[config.mk]
export PLATFORM = sky130hd
export DESIGN_NAME = ethernet_transmitter
export DESIGN_NICKNAME = d
export VERILOG_FILES = /design/src/rtl/ethernet_transmitter.sv
export SDC_FILE = /design/constraint.sdc
export NUM_CORES = 1
export LEC_CHECK = 0
export CAP_MARGIN = 20
export CORE_MARGIN = 4
export CORE_UTILIZATION = 40
export CTS_CLUSTER_SIZE = 14
export DETAILED_ROUTE_END_ITERATION = 16
export PLACE_DENSITY = 0.63
export SETUP_SLACK_MARGIN = 0.15
export SLEW_MARGIN = 40
export SYNTH_ARGS = -nofsm -noshare
export SYNTH_HDL_FRONTEND = slang
export SYNTH_SLANG_ARGS = --single-unit
[constraint.sdc]
create_clock -name clk -period 4.5 [get_ports clk]
set_input_delay 0.675 -clock clk [delete_from_list [all_inputs] [get_ports clk]]
set_output_delay 0.675 -clock clk [all_outputs]
set_load 0.03 [all_outputs]
[src/rtl/ethernet_transmitter.sv]
// Byte-wide Ethernet MAC transmit path: preamble/SFD, payload, zero pad, FCS, IFG.
// Ports:
//   clk, rst_n            byte clock, asynchronous active-low reset
//   s_data/s_valid/s_last payload stream in (dest MAC first), s_ready back-pressure out
//   txd/tx_en/tx_er       registered PHY transmit interface
//   busy                  high whenever the transmitter is not idle
//   frame_sent            1-cycle pulse after a good frame, tx_length valid with it
//   frame_error           1-cycle pulse on underrun or oversize abort
//   tx_length             data+pad+FCS byte count of the last good frame
module ethernet_transmitter #(
  parameter bit          ENABLE_CRC    = 1'b1,
  parameter bit          ENABLE_PAD    = 1'b1,
  parameter int unsigned MIN_FRAME_LEN = 64,
  parameter int unsigned MAX_FRAME_LEN = 1518,
  parameter int unsigned IFG_BYTES     = 12
) (
  input  logic        clk,
  input  logic        rst_n,
  input  logic [7:0]  s_data,
  input  logic        s_valid,
  input  logic        s_last,
  output logic        s_ready,
  output logic [7:0]  txd,
  output logic        tx_en,
  output logic        tx_er,
  output logic        busy,
  output logic        frame_sent,
  output logic        frame_error,
  output logic [15:0] tx_length
);

  localparam int unsigned CNT_W    = 8;
  localparam logic [15:0] PAD_LEN  = 16'(MIN_FRAME_LEN - 4);
  localparam logic [15:0] MAX_DATA = ENABLE_CRC ? 16'(MAX_FRAME_LEN - 4) : 16'(MAX_FRAME_LEN);
  localparam logic [15:0] FCS_LEN  = ENABLE_CRC ? 16'd4 : 16'd0;
  localparam logic [CNT_W-1:0] PRE_LAST = CNT_W'(6);
  localparam logic [CNT_W-1:0] FCS_LAST = CNT_W'(3);
  localparam logic [CNT_W-1:0] IFG_LAST = CNT_W'(IFG_BYTES - 1);
  localparam logic [31:0] POLY     = 32'hEDB88320;

  typedef enum logic [2:0] {
    S_IDLE, S_PREAMBLE, S_DATA, S_PAD, S_FCS, S_DRAIN, S_IFG
  } state_t;

  state_t           state;
  logic [CNT_W-1:0] cnt;       // preamble, FCS byte and IFG cycle counter
  logic [15:0]      n;         // data+pad bytes of the current frame
  logic [31:0]      crc;
  logic             frame_ok;  // current frame reached its end without abort
  logic [15:0]      n_inc;

  // Reflected CRC-32 update, one byte LSB first.
  function automatic logic [31:0] crc_byte(input logic [31:0] c, input logic [7:0] d);
    logic [31:0] r;
    r = c;
    for (int i = 0; i < 8; i++) begin
      r = (r >> 1) ^ (POLY & {32{r[0] ^ d[i]}});
    end
    return r;
  endfunction

  // Saturating byte count.
  assign n_inc = (n == 16'hFFFF) ? n : n + 16'd1;

  // Transmit sequencer with registered PHY and status outputs.
  always_ff @(posedge clk or negedge rst_n) begin
    if (!rst_n) begin
      state       <= S_IDLE;
      cnt         <= '0;
      n           <= '0;
      crc         <= 32'hFFFFFFFF;
      frame_ok    <= 1'b0;
      s_ready     <= 1'b0;
      txd         <= 8'h00;
      tx_en       <= 1'b0;
      tx_er       <= 1'b0;
      busy        <= 1'b0;
      frame_sent  <= 1'b0;
      frame_error <= 1'b0;
      tx_length   <= '0;
    end else begin
      frame_sent  <= 1'b0;
      frame_error <= 1'b0;
      unique case (state)
        S_IDLE: begin
          txd     <= 8'h00;
          tx_en   <= 1'b0;
          tx_er   <= 1'b0;
          s_ready <= 1'b0;
          // Frame start only peeks at s_valid; the first byte waits for DATA.
          if (s_valid) begin
            state    <= S_PREAMBLE;
            txd      <= 8'h55;
            tx_en    <= 1'b1;
            cnt      <= '0;
            n        <= '0;
            crc      <= 32'hFFFFFFFF;
            frame_ok <= 1'b0;
            busy     <= 1'b1;
          end
        end

        S_PREAMBLE: begin
          if (cnt == PRE_LAST) begin
            // SFD on the wire while the first payload byte is already accepted.
            txd     <= 8'hD5;
            s_ready <= 1'b1;
            state   <= S_DATA;
          end else begin
            cnt <= cnt + CNT_W'(1);
          end
        end

        S_DATA: begin
          if (n == MAX_DATA || !s_valid) begin
            // Oversize or underrun: one tx_er cycle, then discard the rest of the input.
            txd         <= 8'h00;
            tx_er       <= 1'b1;
            frame_error <= 1'b1;
            if (s_valid && s_last) begin
              s_ready <= 1'b0;
              cnt     <= '0;
              state   <= S_IFG;
            end else begin
              state <= S_DRAIN;
            end
          end else begin
            txd <= s_data;
            crc <= crc_byte(crc, s_data);
            n   <= n_inc;
            if (s_last) begin
              s_ready <= 1'b0;
              cnt     <= '0;
              if (ENABLE_PAD && n_inc < PAD_LEN) begin
                state <= S_PAD;
              end else if (ENABLE_CRC) begin
                state <= S_FCS;
              end else begin
                frame_ok <= 1'b1;
                state    <= S_IFG;
              end
            end
          end
        end

        S_PAD: begin
          txd <= 8'h00;
          crc <= crc_byte(crc, 8'h00);
          n   <= n_inc;
          if (n_inc >= PAD_LEN) begin
            cnt <= '0;
            if (ENABLE_CRC) begin
              state <= S_FCS;
            end else begin
              frame_ok <= 1'b1;
              state    <= S_IFG;
            end
          end
        end

        S_FCS: begin
          // FCS is the complemented remainder, low byte first.
          txd <= 8'(~crc >> {cnt[1:0], 3'b000});
          if (cnt == FCS_LAST) begin
            cnt      <= '0;
            frame_ok <= 1'b1;
            state    <= S_IFG;
          end else begin
            cnt <= cnt + CNT_W'(1);
          end
        end

        S_DRAIN: begin
          txd   <= 8'h00;
          tx_en <= 1'b0;
          tx_er <= 1'b0;
          if (s_valid && s_last) begin
            s_ready <= 1'b0;
            cnt     <= '0;
            state   <= S_IFG;
          end
        end

        S_IFG: begin
          txd     <= 8'h00;
          tx_en   <= 1'b0;
          tx_er   <= 1'b0;
          s_ready <= 1'b0;
          if (cnt == '0 && frame_ok) begin
            frame_sent <= 1'b1;
            tx_length  <= n + FCS_LEN;
            frame_ok   <= 1'b0;
          end
          if (cnt == IFG_LAST) begin
            busy  <= 1'b0;
            state <= S_IDLE;
          end else begin
            cnt <= cnt + CNT_W'(1);
          end
        end

        default: begin
          state <= S_IDLE;
        end
      endcase
    end
  end

endmodule

==> metrics, run 1 <==
final instance area 0.00730 sq mm; final setup TNS 0 ns; Remaining DRCs 0; R2R Path Start n[0]; total die area 0.0181 sq mm; Max Cap Violations 0; largest family of logic cells by synthesized area XOR/XNOR gates; Mapped Nets 731; Leak 2.82 nW; via density per instance 5.72; pin count of the biggest net entering global routing 59; post-synth top area cell dfrtp_1; CP Data Required Time 4.74 ns; grt ovf 0; worst r2r dst cnt[2]; R2R depth 9; R2R Setup Slk 1.16 ns; fraction of layout cells with a size suffix above 1 12.3%; Crit. End Element flop; Yosys top cell area share 22.6%; initial antenna violation count 0; CTS Buf Count 9; syn avg cell area 9.03 sq um; TritonCTS clock tree built; Root Buffer clkbuf_16; Post-CTS Resized 0; gpl congestion 0.936; clk_lat worst skew 0.35 ns; final hold vios 0; unrepaired setup endpoints after global routing false; fmax 0.300 GHz; Diodes inserted 0; startpoint types flop; drt first-iter violations 806; GR Util All Layers 19.5%; power density cells 970 mW/mm^2; worst slew pin tran 0.780 ns; max-slew violations 0; DIE HEIGHT 135 microns; Hold-fix buffers, CTS 0; final wirelength 17300 microns; simple-gate share of the synthesized area 15.1%; # nets final 739; post-synthesis cell type count 68; Post-Synth Adder-Cell Area 1.68%; Crit Path Class reg -> reg; Synth Area in Compound Gates 18.5%; Max clock buf depth 2; Worst-path clk slew 0.06 ns; Top-Level Pins 42; Reg area 0.00229 sq mm; drt pass-1 iters 5; number of global-route vias before repair 5161; Post-Syn Area 0.00642 sq mm; H-tree levels 3; Hold Path Class in -> async; EDFF count, synth 0; Post-synth top flop dfrtp_1; area of the core 0.0158 sq mm; post-synthesis mux area share 4.29%; clk_skew 0.00849 ns; fillers 1481; VDD IR-drop max 0.000364 V; initial core utilization 40.5%; max_slew headroom 47.8%; Area Overhead vs Synth 13.8%; Synth area leaders dfrtp_1, dfstp_2, xnor2_1; status completed; # setup viols final 0; input/output buffers 41; first-pass GRT wire length 28200 microns; Routed Antenna Nets 0; wire length per cell 18.4 microns; Multi-input gate area 0.00385 sq mm; post-placement cell area 0.00692 sq mm; Ys Warns 0; Tmin final 3.34 ns; CP arrival 3.58 ns; post-synthesis sequential area ratio 35.7%; Post-CTS Setup Repair Bufs 0; asr flop ratio synth 100%; crit-path max FO 9; DR vias 5381; period utilization 74.2%; xor/xnor cell area share of the yosys netlist 20.1%; Clock Sink Count 90; site row count 46; Yosys reg bits 90; Detailed Place HPWL 12200 microns; Cells after Synth 711; Die W 135 microns
where the power goes:
part	leakage, nW	switching, W	total, W	internal (W)
registers	1.10	0.000448	0.00169	0.00124
clock network	0.179	0.000330	0.000946	0.000616
logic	1.54	0.00255	0.00445	0.00190
total	2.82	0.00333	0.00709	0.00376
cell usage in the layout (no fill, tap or decap), types with 9 or more instances in the layout:
master           netlist  layout
xnor2_1               91      91
inv_1                 13      13
a21oi_1               56      56
clkdlybuf4s50_1        0      40
a22oi_1               10      10
nor2_1                76      74
a31oi_1               10      10
dfrtp_1               58      58
nor3_1                15      15
xor2_1                47      47
nand2_1               53      53
o21ai_0               37      37
clkbuf_16              0       9
nand3_1               15      15
dfstp_2               32      32
o22ai_1               11      11
state kept, by name, summed over array words and instances, names as in the netlist:
signal       cells
crc             32
n               16
tx_length       16
cnt              8
txd              8
state            3
busy             1
frame_error      1
frame_ok         1
frame_sent       1
s_ready          1
tx_en            1
tx_er            1
per-layer routing:
layer	track usage, %	vias up	wire length [microns]
li1	-	2512	-
met4	7.18	0	382
met3	3.02	28	1010
met1	27.2	2618	7690
met2	30.8	223	8220
met5	0	-	0
Yosys cell counts (11+ instances only):
| master | number |
|---|---|
| xnor2_1 | 91 |
| nor2_1 | 76 |
| dfrtp_1 | 58 |
| a21oi_1 | 56 |
| nand2_1 | 53 |
| xor2_1 | 47 |
| o21ai_0 | 37 |
| dfstp_2 | 32 |
| clkbuf_1 | 25 |
| buf_2 | 19 |
| nand3_1 | 15 |
| nor3_1 | 15 |
| inv_1 | 13 |
| o22ai_1 | 11 |
kinds of logic (layout without fill, tap and decap cells):
family          count (synthesis)  in the layout
simple gates                  202            202
mux                            17             17
fa+ha+maj                       8              8
compound gates                186            186
xor+xnor                      143            143
buf+inv                        65             78
flops                          90             90
worst max-delay path, cell delays in order (launching register included):
cell     delay, ns
dfrtp_1       0.46
ha_1          0.42
nand4_1       0.23
or4_1         0.60
mux2i_1       0.17
o32a_1        0.18
or4_1         0.43
and3_4        0.19
a21o_4        0.25
a211o_1       0.29
worst max-delay path by stage:
| stage | start | end | cells past startpoint |
|---|---|---|---|
| floorplan | n[0] | cnt[2] | 11 |
| global placement | n[0] | cnt[6] | 9 |
| detailed placement | n[0] | cnt[2] | 9 |
| CTS | n[0] | cnt[2] | 9 |
| global route | n[0] | cnt[6] | 9 |
| finish | n[0] | cnt[2] | 9 |
layout make-up:
class | instances | share of cell area (%)
Tap cell | 216 | 3.70
Sequential cell | 90 | 31.4
Clock inverter | 6 | 1.87
Timing Repair Buffer | 48 | 6.35
Inverter | 14 | 0.719
Multi-Input combinational cell | 556 | 52.7
Clock buffer | 10 | 3.27
per-stage QoR:
step	instances	utilization (%)	power [W]	hold slack, ns	worst slack [ns]
after CTS	940	46.1	0.00706	0.411	1.19
after detailed placement	924	43.7	0.00606	0.470	1.19
after global placement	924	43.7	0.00605	0.461	1.27
after global routing	940	46.2	0.00751	0.328	1.02
after floorplan	711	-	0.00494	0.379	1.58
final	940	46.2	0.00709	0.286	1.16
No activity file was read; power rests on OpenSTA's default activity.
==> run 2: changes to the inputs <==
- PLACE_DENSITY: 0.63 -> 0.65
- clock period: 4.5 -> 2.9 ns (I/O delays scaled with it)
==> metrics, run 2 (synthesized netlist as in run 1, its figures left out) <==
status completed; CP arrival 2.96 ns; clk_lat worst skew 0.36 ns; Placed Cells 981; Max clock buf depth 2; Crit path largest cell delay 0.48 ns; GR Util All Layers 20.2%; # nets final 798; commonest non-fill, non-tap cell in the layout xnor2_1; max-slew violations 0; Worst-path clk slew 0.07 ns; Tmin final 2.72 ns; grt ovf 0; Top Registers crc (32), n (16), tx_length (16); Hold-fix buffers, CTS 0; total die area 0.0181 sq mm; clk_skew 0.0126 ns; period utilization 93.9%; power density cells 1430 mW/mm^2; Area Overhead vs Synth 19.9%; final setup TNS 0 ns; initial core utilization 40.5%; Detailed Place HPWL 13100 microns; Max Cap Violations 0; fillers 1508; wire length per cell 17.9 microns; first-pass GRT wire length 29400 microns; fmax 0.367 GHz; Remaining DRCs 0; number of global-route vias before repair 5500; Crit Path Class reg -> reg; final hold vios 0; site row count 46; Clock Sink Count 90; CP max-delay cell or4_4; CP Data Required Time 3.14 ns; unrepaired setup endpoints after global routing true; fraction of layout cells with a size suffix above 1 19.4%; final instance area 0.00769 sq mm; DIE HEIGHT 135 microns; most frequent cells in the layout xnor2_1, nor2_1, buf_4; initial antenna violation count 0; Diodes inserted 0; Largest register FFs 32; drt first-iter violations 779; CTS Buf Count 9; VDD IR-drop max 0.000573 V; Largest Register crc; Final Non-Filler Cells 999; DR vias 5672; CP Cell Sequence ha_1 -> nand4_1 -> or4_4 -> mux2i_1 -> o32a_1 -> or4_1 -> and3_4 -> a21o_4 -> a211o_1; crit-path max FO 8; crit path buf inv count 0; Crit. End Element flop; post-placement cell area 0.00737 sq mm; gpl congestion 0.987; H-tree levels 3; # setup viols final 0; max_slew headroom 55.8%; final wirelength 17900 microns; Hold Path Class in -> async; input/output buffers 41; Root Buffer clkbuf_16; Top delay family on crit path simple AND/OR/NAND/NOR gates; drt pass-1 iters 6; Die W 135 microns; worst slew pin tran 0.658 ns; TritonCTS clock tree built; Top-Level Pins 42; via density per instance 5.68; pin count of the biggest net entering global routing 46; Routed Antenna Nets 0; Leak 3.06 nW; area of the core 0.0158 sq mm; startpoint types flop
run 2: cell types whose count changed in the layout (fill, tap and decap cells not counted), sizes merged:
cell      delta
clkbuf       -1
inv          +2
clkinvlp     +3
buf         +59
bufinv       -4
run 2: through the flow:
| stage | hold slack (ns) | setup slack [ns] | util [%] | total power [W] |
|---|---|---|---|---|
| global placement | 0.465 | 0.181 | 46.6 | 0.00962 |
| global route | 0.115 | 0.0843 | 48.6 | 0.0118 |
| CTS | 0.0945 | 0.161 | 48.5 | 0.0110 |
| floorplan | 0.139 | 0.0130 | - | 0.00766 |
| detailed placement | 0.472 | 0.0754 | 46.6 | 0.00979 |
| finish | 0.0815 | 0.177 | 48.6 | 0.0110 |
run 2: what timing repair did:
action	4_1_cts	5_1_grt
gates resized for setup	1	5
pin swaps	0	1
buffers inserted	1	1
setup endpoints to repair	2	10
cloned	0	0
run 2: area by class of cell:
type / instances / area (sq um) / area share [%]
Clock buffer: 9 / 225 / 2.93
Clock inverter: 7 / 61.3 / 0.797
Inverter: 14 / 52.6 / 0.683
Multi-Input combinational cell: 556 / 3860 / 50.2
Sequential cell: 90 / 2290 / 29.8
Tap cell: 216 / 270 / 3.51
Timing Repair Buffer: 107 / 932 / 12.1
run 2: report_power, final:
group	internal (W)	leakage, nW	switching, W
combinational	0.00333	1.84	0.00411
sequential	0.00192	1.10	0.000520
clock	0.000596	0.128	0.000545
total	0.00585	3.06	0.00517
run 2: final timing paths:
path | start | endpoint | slack, ns | cells past startpoint
min | rst_n | n[6] | 0.08 | 1
max | n[2] | cnt[2] | 0.18 | 9
min in group clk | tx_er | tx_er | 0.49 | 1
max in group asynchronous | rst_n | crc[23] | 1.97 | 3
max reg2reg | n[2] | cnt[2] | 0.18 | 9
min reg2reg | tx_er | tx_er | 0.49 | 1
run 2: layer usage:
metal,wire length [microns],part of all wire (%),up-vias,GRT usage (%)
li1,-,-,2628,-
met1,7810,44,2775,27.9
met2,8530,48,219,32.7
met3,1050,5.8,50,2.68
met4,494,2.8,0,7.18
met5,0,0,-,0
==> run 3: changes to the inputs <==
- CORE_UTILIZATION: 40 -> 35
- PLACE_DENSITY: 0.65 -> 0.59
==> metrics, run 3 (synthesized netlist as in run 1, its figures left out) <==
Max Cap Violations 0; number of global-route vias before repair 5301; # nets final 798; drt pass-1 iters 5; total die area 0.0206 sq mm; site row count 49; final instance area 0.00770 sq mm; final hold vios 0; Largest register FFs 32; Crit Path Class reg -> reg; commonest non-fill, non-tap cell in the layout xnor2_1; R2R depth 9; Root Buffer clkbuf_16; Area Overhead vs Synth 20.0%; area of the core 0.0180 sq mm; R2R Path Start n[1]; Remaining DRCs 0; period utilization 93.0%; CTS Buf Count 9; fmax 0.371 GHz; most frequent cells in the layout xnor2_1, nor2_1, buf_4; final setup TNS 0 ns; DIE HEIGHT 143 microns; worst slack at placement 0.158 ns; initial core utilization 35.6%; TritonCTS clock tree built; Detailed Place HPWL 13000 microns; Reg area 0.00229 sq mm; Final WS setup 0.202 ns; CP max-delay cell or4_4; CP arrival 2.93 ns; VDD IR-drop max 0.000593 V; Die W 143 microns; worst slew pin tran 0.757 ns; Tmin final 2.70 ns; fraction of layout cells with a size suffix above 1 19.5%; Largest Register crc; max_slew headroom 49.2%; power density cells 1410 mW/mm^2; Top-Level Pins 42; post-placement cell area 0.00736 sq mm; R2R Setup Slk 0.20 ns; clk_skew 0.0129 ns; max-slew violations 0; Hold Path Class in -> async; # setup viols final 0; initial antenna violation count 0; Top Usage Layer GRT met2; via density per instance 5.45; pin count of the biggest net entering global routing 42; Hold-fix buffers, CTS 0; Crit path largest cell delay 0.49 ns; Worst-path clk slew 0.07 ns; H-tree levels 3; startpoint types flop; DR vias 5513; worst r2r dst cnt[2]; CP Cell Sequence ha_2 -> nand4_1 -> or4_4 -> mux2i_1 -> o32a_1 -> or4_1 -> and3_4 -> a21o_4 -> a211o_1; Top Registers crc (32), n (16), tx_length (16); final wirelength 17800 microns; Crit. End Element flop; status completed; Leak 3.07 nW; crit-path max FO 8; drt first-iter violations 486; Routed Antenna Nets 0; met3 usage 3.13%; Diodes inserted 0; Max clock buf depth 2; grt met2 use 27.6%; met1 GRT Util 25.8%; Multi-input gate area 0.00388 sq mm; unrepaired setup endpoints after global routing true; clk_lat worst skew 0.35 ns; Clock Sink Count 90; gpl congestion 0.920; fillers 1813; first-pass GRT wire length 29200 microns; total power 0.0109 W; wire length per cell 17.6 microns; GR Util All Layers 17.9%; grt ovf 0; CP Data Required Time 3.14 ns; input/output buffers 41
## run 3: cell types whose count changed in the layout (fill, tap and decap cells not counted), moves of 2 or more
| cell | change |
|---|---|
| clkinvlp_4 | -4 |
| clkbuf_1 | +3 |
| nand2_2 | +2 |
| clkinv_2 | +3 |
| nand2_1 | -2 |
| inv_8 | -2 |
| buf_4 | +2 |
## run 3: final cells by class
class                   count  share of cell area, %
repair buffers            107                   11.9
inverters                  14                  0.682
flip-flops and latches     90                   29.8
clock inverters             3                  0.195
multi-input cells         556                   50.3
well taps                 229                   3.72
clock buffers              13                   3.40
## run 3: per-stage QoR
stage | utilization, % | instances | hold WS, ns
6_report | 42.7 | 1012 | 0.0764
5_1_grt | 42.7 | 1012 | 0.119
4_1_cts | 42.4 | 1008 | 0.105
3_5_place_dp | 40.8 | 992 | 0.470
3_3_place_gp | 40.8 | 992 | 0.467
2_1_floorplan | - | 711 | 0.139
## run 3: repair_timing
action | in CTS | in global routing
gates resized for setup | 0 | 10
endpoints found under the setup margin | 0 | 21
setup buffers | 0 | 4
## run 3: worst max-delay path: cells and delay by family (launching register included)
| kind | cells | cell delay, ns |
|---|---|---|
| compound gates | 3 | 0.70 |
| fa+ha+maj | 1 | 0.18 |
| flops | 1 | 0.35 |
| mux | 1 | 0.14 |
| simple gates | 4 | 1.22 |
## run 3: where the power goes
part | switching, W | leakage, nW | total (W) | internal [W]
Combinational | 0.00401 | 1.84 | 0.00728 | 0.00327
Sequential | 0.000539 | 1.10 | 0.00246 | 0.00192
Clock | 0.000500 | 0.139 | 0.00113 | 0.000631
## run 3: worst max path at each step
stage                     startpoint  depth (start not counted)       end  slack (ns)
after floorplan                 n[0]                         11    cnt[2]        0.01
after global placement          n[2]                         10  state[0]        0.17
after detailed placement        n[0]                          9    cnt[6]        0.16
after CTS                       n[0]                          9    cnt[2]        0.16
after global routing            n[1]                          9    cnt[2]        0.09
final                           n[1]                          9    cnt[2]        0.20
## run 3: metal layers
layer,routed length (microns),up-vias
li1,-,2631
met1,8330,2682
met2,8210,169
met3,924,31
met4,335,0
met5,0,-
